$ cat config.mk
export PLATFORM = sky130hd
export DESIGN_NAME = uart_cmd_rx
export DESIGN_NICKNAME = d
export VERILOG_FILES = /design/src/rtl/uart_cmd_pkg.sv /design/src/rtl/uart_rx_core.sv /design/src/rtl/uart_cmd_rx.sv
export SDC_FILE = /design/constraint.sdc
export NUM_CORES = 1
export LEC_CHECK = 0
export ABC_AREA = 1
export CORE_MARGIN = 2
export CORE_UTILIZATION = 54
export DETAILED_ROUTE_END_ITERATION = 7
export PLACE_DENSITY = 0.74
export SLEW_MARGIN = 20
export SYNTH_ARGS = -nofsm -noshare
export SYNTH_HDL_FRONTEND = slang
export SYNTH_SLANG_ARGS = --single-unit
$ cat constraint.sdc
create_clock -name clk -period 3 [get_ports clk]
set_clock_uncertainty 0.05 [all_clocks]
set_input_delay 0.3 -clock clk [delete_from_list [all_inputs] [get_ports clk]]
set_output_delay 0.3 -clock clk [all_outputs]
set_load 0.02 [all_outputs]
$ cat src/rtl/uart_cmd_pkg.sv
`default_nettype none
//------------------------------------------------------------------------------
// Package  : uart_cmd_pkg
// Function : Command codes and state encodings for the UART command receiver.
// Options  : UART_CMD_PARITY_EN adds the RX_PARITY state (8E1 framing).
// Revision : 1.0 - initial release
//------------------------------------------------------------------------------
package uart_cmd_pkg;

   localparam logic [7:0] CMD_WR_CTRL  = 8'hA0;
   localparam logic [7:0] CMD_WR_DATA  = 8'hA1;

   localparam logic [2:0] RX_IDLE      = 3'd0;
   localparam logic [2:0] RX_START     = 3'd1;
   localparam logic [2:0] RX_DATA      = 3'd2;
`ifdef UART_CMD_PARITY_EN
   localparam logic [2:0] RX_PARITY    = 3'd3;
`endif
   localparam logic [2:0] RX_STOP      = 3'd4;
   localparam logic [2:0] RX_WAIT_HIGH = 3'd5;

   localparam logic [0:0] P_CMD        = 1'b0;
   localparam logic [0:0] P_PAY        = 1'b1;

   typedef enum logic {
      TGT_CTRL = 1'b0,
      TGT_DATA = 1'b1
   } target_e;

endpackage
`default_nettype wire

$ cat src/rtl/uart_rx_core.sv
`default_nettype none
//------------------------------------------------------------------------------
// Module   : uart_rx_core
// Function : UART receiver: line synchroniser, bit FSM, one-cycle byte strobe.
// Options  : UART_CMD_PARITY_EN selects 8E1 framing (even parity), else 8N1.
// Revision : 1.0 - initial release
//------------------------------------------------------------------------------
module uart_rx_core
   import uart_cmd_pkg::*;
#(
   parameter int CLKS_PER_BIT = 434
) (
   input  logic       clk,
   input  logic       rst_n,
   input  logic       ena,
   input  logic       rx,
   output logic [7:0] rx_byte,
   output logic       byte_valid,
   output logic       frame_err,
   output logic       busy
);

   localparam int CW = (CLKS_PER_BIT > 1) ? $clog2(CLKS_PER_BIT) : 1;
   localparam logic [CW-1:0] c_bit_last  = CW'(CLKS_PER_BIT - 1);
   localparam logic [CW-1:0] c_half_last = CW'(CLKS_PER_BIT / 2 - 1);
`ifdef UART_CMD_PARITY_EN
   localparam logic [2:0] c_after_data = RX_PARITY;
`else
   localparam logic [2:0] c_after_data = RX_STOP;
`endif

   logic          r_rx_meta;
   logic          r_rx_s;
   logic [2:0]    r_state;
   logic [CW-1:0] r_clk_cnt;
   logic [2:0]    r_bit_cnt;
   logic [7:0]    r_shift;
   logic          r_byte_valid;
   logic          r_frame_err;

   // Preset high so reset release never looks like a start bit.
   always_ff @(posedge clk or negedge rst_n) begin
      if (!rst_n) begin
         r_rx_meta <= 1'b1;
         r_rx_s    <= 1'b1;
      end else begin
         r_rx_meta <= rx;
         r_rx_s    <= r_rx_meta;
      end
   end

   always_ff @(posedge clk or negedge rst_n) begin
      if (!rst_n) begin
         r_state      <= RX_IDLE;
         r_clk_cnt    <= '0;
         r_bit_cnt    <= '0;
         r_shift      <= '0;
         r_byte_valid <= 1'b0;
         r_frame_err  <= 1'b0;
      end else if (!ena) begin
         r_state      <= RX_IDLE;
         r_clk_cnt    <= '0;
         r_bit_cnt    <= '0;
         r_byte_valid <= 1'b0;
         r_frame_err  <= 1'b0;
      end else begin
         r_byte_valid <= 1'b0;
         r_frame_err  <= 1'b0;
         case (r_state)
            RX_IDLE: begin
               r_clk_cnt <= '0;
               r_bit_cnt <= '0;
               if (!r_rx_s) r_state <= RX_START;
            end
            RX_START: begin
               if (r_clk_cnt == c_half_last) begin
                  r_clk_cnt <= '0;
                  r_state   <= r_rx_s ? RX_IDLE : RX_DATA;
               end else begin
                  r_clk_cnt <= r_clk_cnt + 1'b1;
               end
            end
            RX_DATA: begin
               if (r_clk_cnt == c_bit_last) begin
                  r_clk_cnt <= '0;
                  r_shift   <= {r_rx_s, r_shift[7:1]};
                  r_bit_cnt <= r_bit_cnt + 3'd1;
                  if (r_bit_cnt == 3'd7) r_state <= c_after_data;
               end else begin
                  r_clk_cnt <= r_clk_cnt + 1'b1;
               end
            end
`ifdef UART_CMD_PARITY_EN
            RX_PARITY: begin
               if (r_clk_cnt == c_bit_last) begin
                  r_clk_cnt <= '0;
                  if (r_rx_s == ^r_shift) begin
                     r_state <= RX_STOP;
                  end else begin
                     r_frame_err <= 1'b1;
                     r_state     <= r_rx_s ? RX_IDLE : RX_WAIT_HIGH;
                  end
               end else begin
                  r_clk_cnt <= r_clk_cnt + 1'b1;
               end
            end
`endif
            RX_STOP: begin
               if (r_clk_cnt == c_bit_last) begin
                  r_clk_cnt <= '0;
                  if (r_rx_s) begin
                     r_byte_valid <= 1'b1;
                     r_state      <= RX_IDLE;
                  end else begin
                     r_frame_err <= 1'b1;
                     r_state     <= RX_WAIT_HIGH;
                  end
               end else begin
                  r_clk_cnt <= r_clk_cnt + 1'b1;
               end
            end
            // A held-low line (break) must end before a new start bit counts.
            RX_WAIT_HIGH: begin
               if (r_rx_s) r_state <= RX_IDLE;
            end
            default: r_state <= RX_IDLE;
         endcase
      end
   end

   assign rx_byte    = r_shift;
   assign byte_valid = r_byte_valid;
   assign frame_err  = r_frame_err;
   assign busy       = (r_state != RX_IDLE);

endmodule
`default_nettype wire

$ cat src/rtl/uart_cmd_rx.sv
`default_nettype none
//------------------------------------------------------------------------------
// Module   : uart_cmd_rx
// Function : UART receiver plus two-byte command parser driving ctrl/data regs.
// Options  : UART_CMD_PARITY_EN (in uart_rx_core) selects 8E1 framing.
// Revision : 1.0 - initial release
//------------------------------------------------------------------------------
module uart_cmd_rx
   import uart_cmd_pkg::*;
#(
   parameter int CLKS_PER_BIT = 434,
   parameter int TIMEOUT_BITS = 32
) (
   input  logic       clk,
   input  logic       rst_n,
   input  logic       ena,
   input  logic       rx_i,
   output logic [7:0] ctrl_o,
   output logic [7:0] data_o,
   output logic       upd_ctrl_o,
   output logic       upd_data_o,
   output logic       frame_err_o,
   output logic       cmd_err_o,
   output logic       busy_o
);

   localparam int TMO_LIMIT = TIMEOUT_BITS * CLKS_PER_BIT;
   localparam int TW        = $clog2(TMO_LIMIT + 1);
   localparam logic [TW-1:0] c_tmo_last = TW'(TMO_LIMIT - 1);

   logic [7:0]    w_rx_byte;
   logic          w_byte_valid;
   logic          w_frame_err;
   logic          w_rx_busy;

   logic [0:0]    r_pstate;
   target_e       r_target;
   logic [TW-1:0] r_tmo_cnt;
   logic          r_cmd_err;
   logic          r_wr_ctrl;
   logic          r_wr_data;
   logic [7:0]    r_wr_byte;
   logic [7:0]    r_ctrl;
   logic [7:0]    r_data;
   logic          r_upd_ctrl;
   logic          r_upd_data;

   uart_rx_core #(
      .CLKS_PER_BIT (CLKS_PER_BIT)
   ) u_rx_core (
      .clk        (clk),
      .rst_n      (rst_n),
      .ena        (ena),
      .rx         (rx_i),
      .rx_byte    (w_rx_byte),
      .byte_valid (w_byte_valid),
      .frame_err  (w_frame_err),
      .busy       (w_rx_busy)
   );

   // byte_valid is checked before the timeout so a payload arriving on the
   // expiry cycle still wins.
   always_ff @(posedge clk or negedge rst_n) begin
      if (!rst_n) begin
         r_pstate  <= P_CMD;
         r_target  <= TGT_CTRL;
         r_tmo_cnt <= '0;
         r_cmd_err <= 1'b0;
         r_wr_ctrl <= 1'b0;
         r_wr_data <= 1'b0;
         r_wr_byte <= '0;
      end else if (!ena) begin
         r_pstate  <= P_CMD;
         r_tmo_cnt <= '0;
         r_cmd_err <= 1'b0;
         r_wr_ctrl <= 1'b0;
         r_wr_data <= 1'b0;
      end else begin
         r_cmd_err <= 1'b0;
         r_wr_ctrl <= 1'b0;
         r_wr_data <= 1'b0;
         case (r_pstate)
            P_CMD: begin
               r_tmo_cnt <= '0;
               if (w_byte_valid) begin
                  if (w_rx_byte == CMD_WR_CTRL) begin
                     r_pstate <= P_PAY;
                     r_target <= TGT_CTRL;
                  end else if (w_rx_byte == CMD_WR_DATA) begin
                     r_pstate <= P_PAY;
                     r_target <= TGT_DATA;
                  end else begin
                     r_cmd_err <= 1'b1;
                  end
               end
            end
            P_PAY: begin
               if (w_byte_valid) begin
                  r_wr_ctrl <= (r_target == TGT_CTRL);
                  r_wr_data <= (r_target == TGT_DATA);
                  r_wr_byte <= w_rx_byte;
                  r_pstate  <= P_CMD;
               end else if (r_tmo_cnt == c_tmo_last) begin
                  r_cmd_err <= 1'b1;
                  r_pstate  <= P_CMD;
               end else begin
                  r_tmo_cnt <= r_tmo_cnt + 1'b1;
               end
            end
            default: r_pstate <= P_CMD;
         endcase
      end
   end

   // Output stage: the register and its update pulse change on the same edge.
   always_ff @(posedge clk or negedge rst_n) begin
      if (!rst_n) begin
         r_ctrl     <= '0;
         r_data     <= '0;
         r_upd_ctrl <= 1'b0;
         r_upd_data <= 1'b0;
      end else begin
         r_upd_ctrl <= 1'b0;
         r_upd_data <= 1'b0;
         if (ena && r_wr_ctrl) begin
            r_ctrl     <= r_wr_byte;
            r_upd_ctrl <= 1'b1;
         end
         if (ena && r_wr_data) begin
            r_data     <= r_wr_byte;
            r_upd_data <= 1'b1;
         end
      end
   end

   assign ctrl_o      = r_ctrl;
   assign data_o      = r_data;
   assign upd_ctrl_o  = r_upd_ctrl;
   assign upd_data_o  = r_upd_data;
   assign frame_err_o = w_frame_err;
   assign cmd_err_o   = r_cmd_err;
   assign busy_o      = w_rx_busy || (r_pstate == P_PAY);

endmodule
`default_nettype wire

==> run summary <==
• result of the run: finished, final reports clean
• Pint: 1390 µW
• total iterations of the first detailed-routing run: 4
• Unique masters post-synth: 29
• share of total power in sequential cells: 0.512
• max_cap viols: 0
• M1 GR Usage: 0.267
• largest area contributor in the netlist: sky130_fd_sc_hd__dfrtp_1
• chip height: 84.7 µm
• fraction of the yosys area taken by sequential cells: 0.513
• net switching fraction of the power: 0.304
• power share of the combinational group: 0.152
• Sw Pwr: 605 µW
• initial core utilization: 0.557
• master of the slowest instance on the critical path: sky130_fd_sc_hd__clkdlybuf4s50_1
• number of design-rule violations left by the first detailed-router iteration: 169
• Peak supply drop: 0.392 mV
• worst relative slew slack: 0.623
• Post-Syn Area per Cell: 8.04 µm²
• top flip-flop cell by instance count after synthesis: sky130_fd_sc_hd__dfrtp_1
• share of synthesized registers carrying an async set or reset: 1.00
• number of synthesis warnings: 0
• post-detailed-route via-to-cell ratio: 5.11
• overall fraction of global-route tracks in use: 0.206
• cell-by-cell trace of the critical path: nor2_2 -> nand3_1 -> clkdlybuf4s50_1
• internal reg-to-reg setup slack: 1.13 ns
• synthesis-stage register bit count: 72
• TritonCTS clock tree: yes
• worst endpoint data arrival time: 1.65 ns
• critical path start-end classification: flop to output pin
• Worst Path Buf+Inv: 1
• leakage power summed over all cells: 0.00186 µW
• Global Route met3 Usage: 0.0472
• critical path launch point type: flop
• via count of the first global-routing pass: 2740
• maximum level of the CTS H-tree: 3
• leading cell type by number of instances after synthesis: sky130_fd_sc_hd__nand2_1
• top area cells in the synthesized netlist: sky130_fd_sc_hd__dfrtp_1, sky130_fd_sc_hd__nand2_1, sky130_fd_sc_hd__inv_1
• CTS Root Buffer Type: sky130_fd_sc_hd__clkbuf_8
• share of the synthesized area in the top cell type: 0.498
• class of the worst hold path: input pin to flop
• largest driver fanout on the critical path: 4
• Final Setup Violations: 0
• maximum root-to-sink buffer count: 2
• Clock Power Share: 0.336
• number of hold violations in the final report: 0
• number of remaining DRC errors: 0
• HPWL Detailed: 4780 µm
• family of cells with the greatest summed delay on the critical path: buffers and inverters
• maximum operating frequency: 501 MHz
• share of post-route cells with drive strength above 1: 0.110
• Syn Std Cell Area: 3510 µm²
• Final Slew Violations: 0
• CORE AREA: 6310 µm²
• initial antenna violation count: 0
• number of buffers added on ports: 24
• crit-path max cell delay: 0.57 ns
• antenna violation net count after detailed routing: 0
• routability congestion estimate: 0.866
• startpoint of the lowest-slack register-to-register path: r_pstate$_DFF_PN0_
• summed negative setup slack over all endpoints: 0 ns
• Post-Synthesis Cells: 437
• number of antenna repair diodes: 0
• FF-to-FF End: r_tmo_cnt[13]$_DFFE_PN0P_
• routed wire length: 6690 µm
• Inserted Clock Buffers: 9
• clock network latency to the later pin of the worst-skew pair: 0.35 ns
• Register-to-Register Path Depth: 7
• global-route wire length before repair: 11900 µm
• NumNets Final: 476
• boundary pin count: 25
• global routing met2 resource utilization: 0.337
• clock transition at the register clock pins on the worst setup and hold paths after CTS: 0.07 ns
• Final min period: 2.00 ns
• Min Hold Slack: 0.310 ns
• average wire per cell in the routed design: 12.2 µm
• die outline width: 84.7 µm
• largest net degree at the start of global routing: 31
• period utilization: 0.666
• number of sinks handled by clock tree synthesis: 72
• areal power density over the cells: 500 nW/µm²
• number of cell rows: 29
• remaining global-route overflow: 0
• Layout Area Growth over Synthesis: 13.4%
• vias after detailed routing: 2801
• Required @ worst endpoint: 2.65 ns
• Die ar.: 7170 µm²
• critical hold path startpoint: rx_i
• type of destination of the critical path: output pin
• unrepaired setup endpoints after global routing: no
• post-synth net total: 447
• actual transition at the worst max-transition pin: 0.565 ns
• leading cell types by count after synthesis: sky130_fd_sc_hd__nand2_1, sky130_fd_sc_hd__dfrtp_1, sky130_fd_sc_hd__inv_1, sky130_fd_sc_hd__nor2_1, sky130_fd_sc_hd__o21ai_0
• busiest layer in global routing: met2
• worst min-delay path endpoint: u_rx_core.r_rx_meta$_DFF_PN1_
• hold path depth: 1
• number of synthesized flops with an enable pin: 0
[worst max-delay path by stage]
stage,start,end,slack (ns),cells past startpoint
global route,ena,r_tmo_cnt[13]$_DFFE_PN0P_,0.81,9
floorplan,u_rx_core.r_clk_cnt[1]$_DFFE_PN0P_,u_rx_core.rx_byte[7]$_DFFE_PN0P_,1.57,10
CTS,u_rx_core.r_state[1]$_DFFE_PN0P_,busy_o,0.99,3
detailed placement,ena,r_tmo_cnt[13]$_DFFE_PN0P_,0.71,9
global placement,ena,r_tmo_cnt[13]$_DFFE_PN0P_,0.79,9
finish,u_rx_core.r_state[1]$_DFFE_PN0P_,busy_o,1.00,3
[area by class of cell]
class,count,area [µm²]
fill,565,2330
sequential,72,1800
multi-input combinational,293,1410
timing repair buffer,28,268
inverter,62,233
clock buffer,9,124
tap,77,96.3
clock inverter,7,47.5
[layout by cell type, fill, tap and decap left out]
master                            count
sky130_fd_sc_hd__nor2_4               1
sky130_fd_sc_hd__clkinv_2             3
sky130_fd_sc_hd__nor2_1              47
sky130_fd_sc_hd__a21oi_2              2
sky130_fd_sc_hd__clkdlybuf4s50_1     23
sky130_fd_sc_hd__dfstp_2              2
sky130_fd_sc_hd__o21bai_1             1
sky130_fd_sc_hd__nor2_2               4
sky130_fd_sc_hd__nor3_1               1
sky130_fd_sc_hd__nor4_1               1
sky130_fd_sc_hd__inv_6                1
sky130_fd_sc_hd__o21ai_0             42
sky130_fd_sc_hd__nand2_1            120
sky130_fd_sc_hd__clkinv_4             1
sky130_fd_sc_hd__nand3_2              1
sky130_fd_sc_hd__ha_1                 6
sky130_fd_sc_hd__xor2_1               2
sky130_fd_sc_hd__a21oi_1              8
sky130_fd_sc_hd__dlygate4sd3_1        1
sky130_fd_sc_hd__inv_2                3
sky130_fd_sc_hd__buf_2                1
sky130_fd_sc_hd__nand2_4              2
sky130_fd_sc_hd__dfrtp_1             70
sky130_fd_sc_hd__inv_1               59
sky130_fd_sc_hd__nand4_1              7
sky130_fd_sc_hd__clkinvlp_4           2
sky130_fd_sc_hd__nand3b_1             1
sky130_fd_sc_hd__o21ai_2             10
sky130_fd_sc_hd__nand2_2              6
sky130_fd_sc_hd__buf_4                3
sky130_fd_sc_hd__clkbuf_8             9
sky130_fd_sc_hd__nand4_2              1
sky130_fd_sc_hd__o21ai_1              3
sky130_fd_sc_hd__nand3_1             27
[power by group through the flow]
| stage | combinational [µW] | sequential, µW | clock (µW) |
|---|---|---|---|
| global route | 347 | 1020 | 728 |
| CTS | 305 | 1020 | 686 |
| finish | 302 | 1020 | 671 |
| global placement | 289 | 1040 | 0 |
| floorplan | 208 | 1030 | 0 |
| detailed placement | 297 | 1040 | 0 |
[registers in the layout, indices dropped and copies added (netlist names)]
signal	count
r_tmo_cnt	14
u_rx_core.r_clk_cnt	9
ctrl_o	8
data_o	8
r_wr_byte	8
u_rx_core.rx_byte	8
u_rx_core.r_bit_cnt	3
u_rx_core.r_state	3
cmd_err_o	1
r_pstate	1
r_target	1
r_wr_ctrl	1
r_wr_data	1
u_rx_core.byte_valid	1
u_rx_core.frame_err	1
u_rx_core.r_rx_meta	1
u_rx_core.r_rx_s	1
upd_ctrl_o	1
upd_data_o	1
[metal layers]
layer | wire length (µm) | part of all wire | vias to the layer above
met1 | 3240 | 0.48 | 1309
met3 | 197 | 0.029 | 13
met5 | 0 | 0 | -
met4 | 133 | 0.020 | 0
met2 | 3120 | 0.47 | 48
li1 | - | - | 1431
[metrics by stage]
stage | std cells | instance area, µm² | utilization | power, µW | worst slack (ns)
finish | 548 | 3990 | 0.631 | 1990 | 1.00
global route | 548 | 3990 | 0.631 | 2100 | 0.814
CTS | 548 | 3990 | 0.631 | 2010 | 0.989
detailed placement | 531 | 3800 | 0.603 | 1340 | 0.713
global placement | 531 | 3800 | 0.603 | 1330 | 0.790
floorplan | 437 | 3510 | - | 1240 | 1.57
[kinds of logic (layout without fill, tap and decap cells)]
logic type,after synthesis,count (layout),share of synthesized area
AO/OA/AOI/OAI,66,66,0.108
buffers and inverters,72,106,0.0844
flip-flops,72,72,0.513
adder cells (fa/ha/maj),6,6,0.0214
XOR/XNOR,2,2,0.00498
AND/OR/NAND/NOR,219,219,0.268
[timing repair]
item | CTS | global route
setup endpoints to repair | 0 | 0
gates resized for setup | 0 | 0
hold buffers | 1 | 0
buffers inserted | 0 | 0
endpoints found under the hold margin | 19 | 0
(Power assumes the default switching activity.)
